### src/rtl/avg_pkg.sv
// Shared constants and FSM state type for the averaged-pixel stream packer.
package avg_pkg;

  localparam int unsigned DATA_W        = 8;
  localparam int unsigned COLS          = 8;
  localparam int unsigned ROWS          = 15;
  localparam int unsigned PIX_PER_FRAME = COLS * ROWS;
  localparam int unsigned ROW_W         = 4;
  localparam int unsigned COL_W         = 3;

  typedef enum logic [1:0] {
    S_IDLE,
    S_ACTIVE,
    S_DONE
  } pack_state_t;

endpackage

### src/rtl/avg_sync_fifo.sv
// First-word-fall-through FIFO; a push into a full FIFO with no pop is dropped and flagged.
module avg_sync_fifo
  import avg_pkg::*;
#(
  parameter int unsigned DATA_W = 8,
  parameter int unsigned DEPTH  = 16
) (
  input  logic              clk,
  input  logic              reset,
  input  logic              push_i,
  input  logic [DATA_W-1:0] data_i,
  input  logic              pop_i,
  output logic              valid_o,
  output logic [DATA_W-1:0] data_o,
  output logic              drop_o
);

  localparam int unsigned PtrW = $clog2(DEPTH);
  localparam int unsigned CntW = $clog2(DEPTH) + 1;

  logic [DATA_W-1:0] mem_q [DEPTH];
  logic [DATA_W-1:0] mem_d [DEPTH];
  logic [PtrW-1:0]   wr_ptr_q, wr_ptr_d;
  logic [PtrW-1:0]   rd_ptr_q, rd_ptr_d;
  logic [CntW-1:0]   count_q, count_d;
  logic              empty, full, do_push, do_pop;

  assign empty   = (count_q == '0);
  assign full    = (count_q == CntW'(DEPTH));
  assign do_pop  = pop_i & ~empty;
  // A pop in the same cycle frees the slot, so a full FIFO still accepts the push.
  assign do_push = push_i & (~full | do_pop);
  assign drop_o  = push_i & full & ~do_pop;

  assign valid_o = ~empty;
  assign data_o  = empty ? '0 : mem_q[rd_ptr_q];

  always_comb begin
    mem_d    = mem_q;
    wr_ptr_d = wr_ptr_q;
    rd_ptr_d = rd_ptr_q;
    count_d  = count_q;
    if (do_push) begin
      mem_d[wr_ptr_q] = data_i;
      wr_ptr_d        = wr_ptr_q + PtrW'(1);
    end
    if (do_pop) begin
      rd_ptr_d = rd_ptr_q + PtrW'(1);
    end
    unique case ({do_push, do_pop})
      2'b10:   count_d = count_q + CntW'(1);
      2'b01:   count_d = count_q - CntW'(1);
      default: count_d = count_q;
    endcase
  end

  always_ff @(posedge clk or posedge reset) begin
    if (reset) begin
      for (int i = 0; i < DEPTH; i++) mem_q[i] <= '0;
      wr_ptr_q <= '0;
      rd_ptr_q <= '0;
      count_q  <= '0;
    end else begin
      mem_q    <= mem_d;
      wr_ptr_q <= wr_ptr_d;
      rd_ptr_q <= rd_ptr_d;
      count_q  <= count_d;
    end
  end

endmodule

### src/rtl/avg_stream_packer.sv
// Buffers the averager's unthrottled pixel stream and re-emits it framed on a ready/valid port.
// Optional frame XOR checksum enabled by defining AVG_PACK_CHECKSUM_EN.
module avg_stream_packer
  import avg_pkg::*;
#(
  parameter int unsigned DEPTH = 16
) (
  input  logic              clk,
  input  logic              reset,
  input  logic              in_valid,
  input  logic [DATA_W-1:0] in_data,
  output logic              out_valid,
  input  logic              out_ready,
  output logic [DATA_W-1:0] out_data,
  output logic [ROW_W-1:0]  out_row,
  output logic [COL_W-1:0]  out_col,
  output logic              out_sol,
  output logic              out_eol,
  output logic              out_eof,
  output logic              frame_done,
  output logic              overflow,
  output logic [DATA_W-1:0] checksum
);

  localparam logic [COL_W-1:0] LastCol = COL_W'(COLS - 1);
  localparam logic [ROW_W-1:0] LastRow = ROW_W'(ROWS - 1);

  logic             hs, drop;
  logic [ROW_W-1:0] row_q, row_d;
  logic [COL_W-1:0] col_q, col_d;
  logic             overflow_q, overflow_d;
  pack_state_t      state_q, state_d;

  avg_sync_fifo #(
    .DATA_W (DATA_W),
    .DEPTH  (DEPTH)
  ) u_fifo (
    .clk     (clk),
    .reset   (reset),
    .push_i  (in_valid),
    .data_i  (in_data),
    .pop_i   (out_ready),
    .valid_o (out_valid),
    .data_o  (out_data),
    .drop_o  (drop)
  );

  assign hs       = out_valid & out_ready;
  assign out_row  = row_q;
  assign out_col  = col_q;
  assign out_sol  = (col_q == '0);
  assign out_eol  = (col_q == LastCol);
  assign out_eof  = out_eol & (row_q == LastRow);
  assign overflow = overflow_q;

  always_comb begin
    row_d      = row_q;
    col_d      = col_q;
    overflow_d = overflow_q | drop;
    if (hs) begin
      if (out_eof) begin
        row_d = '0;
        col_d = '0;
      end else if (out_eol) begin
        row_d = row_q + ROW_W'(1);
        col_d = '0;
      end else begin
        col_d = col_q + COL_W'(1);
      end
    end
  end

  always_ff @(posedge clk or posedge reset) begin
    if (reset) begin
      row_q      <= '0;
      col_q      <= '0;
      overflow_q <= 1'b0;
    end else begin
      row_q      <= row_d;
      col_q      <= col_d;
      overflow_q <= overflow_d;
    end
  end

  // FSM: state register
  always_ff @(posedge clk or posedge reset) begin
    if (reset) state_q <= S_IDLE;
    else       state_q <= state_d;
  end

  // FSM: next state
  always_comb begin
    state_d = state_q;
    unique case (state_q)
      S_IDLE:   if (hs) state_d = S_ACTIVE;
      S_ACTIVE: if (hs && out_eof) state_d = S_DONE;
      S_DONE:   state_d = hs ? S_ACTIVE : S_IDLE;
      default:  state_d = S_IDLE;
    endcase
  end

  // FSM: outputs
  always_comb begin
    frame_done = 1'b0;
    if (state_q == S_DONE) frame_done = 1'b1;
  end

`ifdef AVG_PACK_CHECKSUM_EN
  logic [DATA_W-1:0] acc_q, acc_d;
  logic [DATA_W-1:0] checksum_q, checksum_d;

  always_comb begin
    acc_d      = acc_q;
    checksum_d = checksum_q;
    if (hs) begin
      if (out_eof) begin
        checksum_d = acc_q ^ out_data;
        acc_d      = '0;
      end else begin
        acc_d = acc_q ^ out_data;
      end
    end
  end

  always_ff @(posedge clk or posedge reset) begin
    if (reset) begin
      acc_q      <= '0;
      checksum_q <= '0;
    end else begin
      acc_q      <= acc_d;
      checksum_q <= checksum_d;
    end
  end

  assign checksum = checksum_q;
`else
  assign checksum = '0;
`endif

endmodule
### config.mk
export PLATFORM = sky130hd
export DESIGN_NAME = avg_stream_packer
export DESIGN_NICKNAME = d
export VERILOG_FILES = /design/src/rtl/avg_pkg.sv /design/src/rtl/avg_sync_fifo.sv /design/src/rtl/avg_stream_packer.sv
export SDC_FILE = /design/constraint.sdc
export NUM_CORES = 1
export LEC_CHECK = 0
export BUFFER_PORTS_ARGS = -buffer_cell sky130_fd_sc_hd__buf_2
export CAP_MARGIN = 20
export CORE_MARGIN = 4
export CORE_UTILIZATION = 35
export DETAILED_ROUTE_END_ITERATION = 10
export PLACE_DENSITY = 0.53
export SYNTH_ARGS = -nofsm -noshare
export SYNTH_HDL_FRONTEND = slang
export SYNTH_SLANG_ARGS = --single-unit
### constraint.sdc
create_clock -name clk -period 9.3 [get_ports clk]
set_input_delay 0.465 -clock clk [delete_from_list [all_inputs] [get_ports clk]]
set_output_delay 0.465 -clock clk [all_outputs]
set_load 0.05 [all_outputs]
# Word level (Yosys, flattened, before mapping)
# Cells that the tools add are included.
classes:
  n_addsub: 6
  mux: 17
  div: 0
  mul: 0
  bitwise_logic: 12
  n_reduce_logical: 9
  shift: 0
  n_eq_ne: 9
  magnitude_cmp: 3
op_table:
  columns: ["operator", "n"]
  rows:
  - ["bitwise mux 128 bit", 1]
  - ["binary-select mux 8 bit (select 4 bit)", 1]
  - ["demux 8 bit (select 4 bit)", 1]
  - ["two-way mux 8 bit", 4]
  - ["adder 4 x 1 -> 4 bit, second input constant", 3]
  - [">= comparator 5 bit, second input constant", 2]
  - ["inverter 4 -> 5 bit", 2]
  - ["case mux 5 bit (2 select lines)", 1]
  - ["two-way mux 4 bit", 2]
  - ["two-way mux 3 bit", 2]
  - ["case mux 2 bit (3 select lines)", 1]
  - ["adder 5 x 1 -> 5 bit, second input constant", 1]
  - ["AND 1 bit", 5]
  - ["equality test 5 bit, second input constant", 1]
  - ["zero test 5 bit", 1]
  - ["< comparator 5 x 1 -> 1 bit, second input constant", 1]
  - ["subtractor 5 x 1 -> 5 bit, second input constant", 1]
  - ["equality test 2 x 1 -> 1 bit, second input constant", 2]
  - ["equality test 2 bit, second input constant", 2]
  - ["equality test 4 bit, second input constant", 1]
  - ["two-way mux 2 bit", 2]
  - ["!= test 2 bit, second input constant", 2]
  - ["AND reduction 2 bit", 2]
  - ["nonzero test 2 bit", 2]
  - ["8 further kinds", 13]
word_totals:
  latchBits: 0
  romBits: 0
  in_bits: 12
  memories: 0
  mem_bits_rw: 0
  register_bits: 151
  wordCells: 79
  output_inout_bits: 29

# Longest topological paths before layout
# Gate-level depths: netlist of the first run.
depth:
  word_depth: 7
  ltp_mapped: 12
  depth_no_buf: 10

# Cells and area by module
# Synthesis of the first run repeated with hierarchy kept, for this count alone.
unflattened:
  cells_unflattened: 501
  area_unflattened_um2: 7534.7
modules_own_cells:
  columns: ["mod", "cells_per_inst", "n_inst", "seq_area_each_um2", "area_each_um2"]
  rows:
  - ["avg_sync_fifo", 444, 1, 3528.4, 6955.4]
  - ["avg_stream_packer", 57, 1, 250.2, 579.3]

# Least setup slack after synthesis of the first run
# Ideal clock, no wire load.
synth_path:
  path_type: "flip-flop to flip-flop"
  startpoint: "register u_fifo.count_q[1]"
  endpoint: "register u_fifo.count_q[4]"
  stages_incl_launch_ff: 13
  n_path_buf: 2
  t_required_ns: 9.171
  setup_ns: 0.129
  slack_ns: 6.635
  period_less_slack_ns: 2.665
  t_arrival_ns: 2.536
  cell_sequence: "dfrtp_1 > buf_2 > or4_1 > o21ai_1 > inv_2 > ha_1 > clkbuf_1 > xor2_1 > ha_1 > and3b_1 > o21ai_0 > a31oi_1 > xor2_1"
synth_between:
  elab_chain_cells: 7
  elab_cells_between_ends: 13
  classes_between: "add/sub (2); eq/ne (3); mux (1); bitwise (5); reduce/logical (2)"
synth_lines:
  columns: ["element", "line", "rtl"]
  rows:
  - ["from (decl)", "avg_sync_fifo.sv:25", "logic [CntW-1:0] count_q, count_d;"]
  - ["from (signal assigned)", "avg_sync_fifo.sv:67", "count_q <= count_d;"]
  - ["zero test 5 bit (*)", "avg_sync_fifo.sv:28", "assign empty = (count_q == '0);"]
  - ["inverter 1 bit (*)", null, null]
  - ["AND 1 bit (*)", null, null]
  - ["named net hs", "avg_stream_packer.sv:28", "logic hs, drop;"]
  - ["bitwise OR 1 bit", "avg_sync_fifo.sv:32", "assign do_push = push_i & (~full | do_pop);"]
  - ["AND 1 bit", "avg_sync_fifo.sv:32", null]
  - ["equality test 2 x 1 -> 1 bit or equality test 2 bit (tied branches)", "avg_sync_fifo.sv:50", "unique case ({do_push, do_pop})"]
  - ["case mux 5 bit (2 select lines) or nonzero test 2 bit (tied branches)", null, null]
# Mark *: on every way through the listed nets, which the timed path passes. The rest lies on a longest branch.
# A chain may end at the register's enable or synchronous reset.

# Final worst setup path of the first run
layout_path:
  startpoint: "register u_fifo.count_q[1]"
  endpoint: "register u_fifo.count_q[2]"
# The elaborated chain is that of the path after synthesis.

==> results of run 1 <==
metrics by stage:
stage	cells	hold WS, ns
after global routing	802	0.191
after floorplan	502	0.452
final	802	0.139
after CTS	801	0.157
after detailed placement	769	0.451
after global placement	769	0.461
layer usage:
layer	vias to the layer above	GRT usage	wire length, um
li1	1847	-	-
met2	57	0.239	7650
met4	2	0.0376	216
met3	14	0.0377	501
met5	-	0	19
met1	2129	0.194	7130
state kept, by name, summed over array words and instances, names as in the netlist:
name             count
overflow             1
u_fifo.count_q       5
u_fifo.rd_ptr_q      4
out_col              3
out_row              4
u_fifo.mem_q       128
state_q              2
u_fifo.wr_ptr_q      4
cells in the mapped netlist:
library cell / count / area share
nor2b_1: 5 / 0.0044
xor2_1: 5 / 0.0061
mux2i_1: 16 / 0.022
buf_1: 1 / 0.00052
mux2_1: 68 / 0.11
nor4b_1: 1 / 0.0012
nor2_1: 2 / 0.0011
a21o_1: 1 / 0.0011
a211oi_1: 4 / 0.0042
dfrtp_1: 151 / 0.53
a22oi_1: 1 / 0.0011
buf_2: 15 / 0.010
xnor2_1: 7 / 0.0086
o31ai_1: 3 / 0.0031
a21boi_1: 1 / 0.0011
nor4_4: 1 / 0.0030
and3b_1: 1 / 0.0012
nand2b_1: 4 / 0.0035
clkbuf_1: 15 / 0.0079
conb_1: 1 / 0.00052
a31o_2: 1 / 0.0012
o211ai_1: 1 / 0.0011
ha_1: 13 / 0.023
nand2_1: 23 / 0.012
inv_1: 9 / 0.0047
nand3b_1: 1 / 0.0011
o22ai_1: 10 / 0.0087
nand4_1: 4 / 0.0035
or3_1: 2 / 0.0017
mux2_2: 61 / 0.096
mux4_2: 32 / 0.10
buf_4: 8 / 0.0084
and2_1: 9 / 0.0079
or2_2: 1 / 0.00088
nand3_1: 1 / 0.00070
o21ai_1: 1 / 0.00070
nor3_1: 1 / 0.00070
a31oi_1: 1 / 0.00088
a21oi_1: 3 / 0.0021
or4_1: 1 / 0.0011
inv_2: 1 / 0.00052
o21ai_0: 8 / 0.0056
kinds of logic (layout without fill, tap and decap cells):
family	after synthesis	in the layout	synth area share
multiplexers	177	177	0.326
flip-flops	151	151	0.528
AND/OR/NAND/NOR	57	57	0.0439
buffers and inverters	49	79	0.0325
AO/OA/AOI/OAI	35	35	0.0308
adder cells (fa/ha/maj)	13	13	0.0227
XOR/XNOR	12	12	0.0147
other	1	8	0.000524
worst paths after layout:
check	from	cells past startpoint	end
max reg2reg	u_fifo.count_q[1]$_DFFE_PP0P_	10	u_fifo.count_q[2]$_DFFE_PP0P_
min reg2reg	overflow$_DFF_PP0_	1	overflow$_DFF_PP0_
max	u_fifo.count_q[1]$_DFFE_PP0P_	10	u_fifo.count_q[2]$_DFFE_PP0P_
max in group asynchronous	reset	4	u_fifo.mem_q[5]$_DFFE_PP0P_
min	reset	2	out_row[0]$_DFFE_PP0P_
min in group clk	in_valid	2	overflow$_DFF_PP0_
power by group through the flow:
stage          clock network [mW]  registers (mW)  logic [mW]
6_report                    0.641            1.15        1.26
5_1_grt                     0.684            1.18        1.37
4_1_cts                     0.655            1.15        1.28
3_5_place_dp                    0            1.16        1.28
3_3_place_gp                    0            1.13        1.25
2_1_floorplan                   0            1.13       0.992
layout make-up:
cell class | count | share of cell area
multi-input combinational | 302 | 0.391
tap | 270 | 0.0417
timing repair buffer | 37 | 0.0269
clock buffer | 18 | 0.0530
sequential | 151 | 0.467
clock inverter | 14 | 0.0150
inverter | 10 | 0.00526
critical path, delay by kind of cell (launching register included):
| family | cells | cell delay, ns |
|---|---|---|
| buffers and inverters | 1 | 0.22 |
| adders and majority gates | 2 | 0.61 |
| DFF | 1 | 0.48 |
| AOI/OAI and AO/OA | 2 | 0.77 |
| and+or+nand+nor | 2 | 0.64 |
| xor gates and xnor gates | 3 | 0.53 |
==> impl_metrics.env, run 1 <==
export IMPL_status="complete, no violations"
export IMPL_clkSinkCount=151
export IMPL_drc_errors=0
export IMPL_hold_viol=0
export IMPL_slowest_stage="o21ai_1"
export IMPL_cellPowerDensity_mw_per_mm2=376
export IMPL_antenna_found_initial=1
export IMPL_antenna_cells=0
export IMPL_fin_nets=544
export IMPL_core_rowCount=52
export IMPL_multi_input_area_sq_mm=0.00317
export IMPL_ir_worst_vdd_uv=240
export IMPL_drive_gt1_frac=0.314
export IMPL_cpPeakStageDelay_ns=0.61
export IMPL_layout_commonest_cell="dfrtp_1"
export IMPL_grt_pass1_wl_um=24800
export IMPL_mostFrequentLayoutCells="150 x dfrtp_1, 68 x mux2_1, 61 x mux2_2, 32 x mux4_2, 32 x buf_2"
export IMPL_post_place_ws_ns=5.96
export IMPL_grt_pass1_vias=4363
export IMPL_worst_pin_slew_ns=0.744
export IMPL_fin_ws_ns=5.93
export IMPL_numCtsBuffers=17
export IMPL_dp_hpwl_um=9920
export IMPL_drtPass1Iterations=4
export IMPL_cp_data_required_time_ns=9.59
export IMPL_worstSetupEndpointType="flop"
export IMPL_power_mw=3.05
export IMPL_fin_area_sq_mm=0.00809
export IMPL_ys_types=42
export IMPL_r2r_slack_ns=5.93
export IMPL_rsz0062_at_grt="no"
export IMPL_grt_use_total=0.146
export IMPL_clockPowerShare=0.210
export IMPL_path_max_fanout=11
export IMPL_utilization=0.401
export IMPL_maxSlewHeadroom=0.501
export IMPL_finalSetupViolCount=0
export IMPL_combPwrFrac=0.413
export IMPL_period_needed_ns=3.37
export IMPL_fin_crit_sh=0.363
export IMPL_core_area_sq_mm=0.0202
export IMPL_power_leakage_nw=3.59
export IMPL_cts_resized=0
export IMPL_final_seq_area_sq_mm=0.00378
export IMPL_cpMostUsedCell="xor2_1"
export IMPL_drv_slew=0
export IMPL_wl_per_cell_um=19.3
export IMPL_place_congestion=0.741
export IMPL_die_x_um=151
export IMPL_drt_iter0_drc=147
export IMPL_fin_skew_ns=0.0115
export IMPL_syn_avg_cell_area_sq_um=14.4
export IMPL_fillCellCount=1887
export IMPL_vias=4049
export IMPL_portBuffers=32
export IMPL_arrival_ns=3.66
export IMPL_grt_max_degree=85
export IMPL_startpoint_type="flop"
export IMPL_insertion_delay_ns=0.42
export IMPL_crit_chain="or4_1 -> o21ai_1 -> inv_2 -> ha_1 -> xor2_1 -> ha_1 -> a21oi_1 -> xor2_1 -> nor2_1 -> xor2_1"
export IMPL_internal_power_mw=1.89
export IMPL_overflow=0
export IMPL_power_frac_seq=0.376
export IMPL_path_clk_slew_ns=0.06
export IMPL_synth_area_sq_mm=0.00715
export IMPL_synthCells=495
export IMPL_fin_setup_tns_ns=0
export IMPL_critical_path_class="reg -> reg"
export IMPL_ys_seq_area_frac=0.528
export IMPL_ctsHoldBuffers=0
export IMPL_yosys_warnings=0
export IMPL_dpl_cell_area_sq_mm=0.00752
export IMPL_switching_share=0.380
export IMPL_syn2layout_area_growth_pct=13.2
export IMPL_dieArea_sq_mm=0.0228
export IMPL_ant_nets=0
export IMPL_ys_ff_latch=151
export IMPL_cts_tree="done"
export IMPL_min_path_type="in -> async"
export IMPL_post_cts_buffers=0
export IMPL_fmax_ghz=0.297
export IMPL_start_util=0.355
export IMPL_p_switching_mw=1.16
export IMPL_ios=41
export IMPL_maxCapViolCount=0
export IMPL_viasPerCell=5.05
export IMPL_die_y_um=151
export IMPL_wirelength_um=15500
export IMPL_htree_levels=4
export IMPL_clk_path_buf_depth=2
export IMPL_root_buffer="clkbuf_16"
Note: power is estimated with default switching activity, not from simulation.
==> run 2, diff against run 1 <==
Settings changed: PLACE_DENSITY 0.53 to 0.54.
Clock period 9.3 ns to 3.09 ns, I/O delays scaled along.
==> run 2 against run 1 <==
  * The flow now finishes with violations (hold timing)
  * Non-clock buffer count up 2
  * Critical path depth unchanged
  * Clock skew down 0.00090 ns
  * Cell area up 0.63%
  * Clock-buffer cell count up 1
  * Combinational power rose to 3.0 times the previous value
  * Largest power group unchanged
==> impl_metrics.env, run 2 (synthesis results as in run 1) <==
export IMPL_fmax_ghz=0.356
export IMPL_drc_errors=0
export IMPL_finalSetupViolCount=0
export IMPL_min_path_type="in -> async"
export IMPL_vias=4109
export IMPL_ir_worst_vdd_uv=668
export IMPL_maxCapViolCount=0
export IMPL_switching_share=0.365
export IMPL_fin_cells=803
export IMPL_post_cts_buffers=0
export IMPL_drive_gt1_frac=0.315
export IMPL_startpoint="u_fifo.count_q[1]$_DFFE_PP0P_"
export IMPL_syn2layout_area_growth_pct=13.9
export IMPL_p_switching_mw=3.42
export IMPL_reg2regPathDepth=10
export IMPL_fillCellCount=1910
export IMPL_core_rowCount=52
export IMPL_r2r_slack_ns=0.28
export IMPL_antenna_found_initial=0
export IMPL_drt_met1_wl_um=7290
export IMPL_utilization=0.404
export IMPL_period_needed_ns=2.81
export IMPL_met3_length_um=528
export IMPL_grt_use_total=0.146
export IMPL_cellPowerDensity_mw_per_mm2=1150
export IMPL_startpoint_type="flop"
export IMPL_wl_met2_um=7600
export IMPL_fin_ws_ns=0.281
export IMPL_r2r_start="u_fifo.count_q[1]$_DFFE_PP0P_"
export IMPL_die_y_um=151
export IMPL_root_buffer="clkbuf_16"
export IMPL_fin_nets=546
export IMPL_cts_resized=0
export IMPL_wirelength_um=15600
export IMPL_clockPowerShare=0.225
export IMPL_fin_crit_sh=0.909
export IMPL_die_x_um=151
export IMPL_ctsHoldBuffers=0
export IMPL_power_leakage_nw=3.61
export IMPL_grt_pass1_wl_um=24900
export IMPL_maxSlewHeadroom=0.404
export IMPL_drv_slew=0
export IMPL_ant_nets=0
export IMPL_viasPerCell=5.12
export IMPL_grt_max_degree=152
export IMPL_drt_iter0_drc=178
export IMPL_core_area_sq_mm=0.0202
export IMPL_numCtsBuffers=17
export IMPL_regMostFlops="u_fifo.mem_q"
export IMPL_ios=41
export IMPL_portBuffers=32
export IMPL_arrival_ns=3.09
export IMPL_wl_per_cell_um=19.4
export IMPL_hold_viol=35
export IMPL_violations="hold timing"
export IMPL_grt_pass1_vias=4493
export IMPL_internal_power_mw=5.94
export IMPL_combPwrFrac=0.407
export IMPL_place_congestion=0.806
export IMPL_whs_ns=-0.111
export IMPL_path_max_fanout=10
export IMPL_antenna_cells=0
export IMPL_r2r_end="u_fifo.count_q[2]$_DFFE_PP0P_"
export IMPL_drtPass1Iterations=4
export IMPL_rsz0062_at_grt="no"
export IMPL_top_regs="u_fifo.mem_q x128, u_fifo.count_q x5"
export IMPL_largest_reg_flops=128
export IMPL_multi_input_area_sq_mm=0.00317
export IMPL_overflow=0
export IMPL_power_frac_seq=0.369
export IMPL_htree_levels=4
export IMPL_clkSinkCount=151
export IMPL_path_clk_slew_ns=0.06
export IMPL_critical_path_class="reg -> reg"
export IMPL_cp_data_required_time_ns=3.38
export IMPL_post_place_ws_ns=0.293
export IMPL_insertion_delay_ns=0.42
export IMPL_fin_setup_tns_ns=0
export IMPL_layout_commonest_cell="dfrtp_1"
export IMPL_dp_hpwl_um=9900
export IMPL_cts_tree="done"
export IMPL_final_seq_area_sq_mm=0.00378
export IMPL_worst_pin_slew_ns=0.893
export IMPL_status="complete, but fails checks"
export IMPL_start_util=0.355
export IMPL_worstSetupEndpointType="flop"
export IMPL_top_layer_used="met4"
export IMPL_placed_cells=772
export IMPL_dieArea_sq_mm=0.0228
export IMPL_clk_path_buf_depth=2
export IMPL_fin_skew_ns=0.0106
export IMPL_mostFrequentLayoutCells="150 x dfrtp_1, 68 x mux2_1, 61 x mux2_2, 32 x mux4_2, 32 x buf_2"
run 2: power by group through the flow:
stage	clock network, mW	logic [mW]	registers, mW
final	2.10	3.81	3.45
after global routing	2.23	4.15	3.55
after CTS	2.15	3.88	3.44
after detailed placement	0	3.88	3.47
after global placement	0	3.80	3.40
after floorplan	0	2.99	3.41
run 2: layout make-up:
cell class              instances  share of cell area
multi-input cells             302               0.389
inverters                      10             0.00507
repair buffers                 39              0.0276
well taps                     270              0.0415
clock inverters                12              0.0187
clock buffers                  19              0.0544
flip-flops and latches        151               0.464
run 2: metal layers:
metal | track usage | up-vias
met2 | 0.243 | 56
met3 | 0.0413 | 9
met1 | 0.190 | 2203
met5 | 0 | -
li1 | - | 1841
met4 | 0.0349 | 0
run 2: worst max-delay path, stage by stage (launching register included):
cell and delay [ns]:
dfrtp_1 0.48, or4_1 0.55, o21ai_1 0.21, inv_2 0.12
ha_1 0.34, xor2_1 0.19, ha_1 0.22, a21oi_1 0.18
xor2_1 0.18, nor2_1 0.07, xor2_1 0.14
run 2: stage by stage:
step	instance area, sq um	power [mW]
2_1_floorplan	7180	6.40
3_3_place_gp	7550	7.19
3_5_place_dp	7550	7.35
4_1_cts	8150	9.48
5_1_grt	8150	9.94
6_report	8150	9.36
run 2: worst max-delay path by stage:
stage / end / slack [ns] / depth (start not counted)
2_1_floorplan: u_fifo.count_q[4]$_DFFE_PP0P_ / 0.42 / 12
3_3_place_gp: u_fifo.count_q[4]$_DFFE_PP0P_ / 0.38 / 10
3_5_place_dp: u_fifo.count_q[2]$_DFFE_PP0P_ / 0.29 / 10
4_1_cts: u_fifo.count_q[2]$_DFFE_PP0P_ / 0.27 / 10
5_1_grt: u_fifo.count_q[4]$_DFFE_PP0P_ / 0.12 / 10
6_report: u_fifo.count_q[2]$_DFFE_PP0P_ / 0.28 / 10
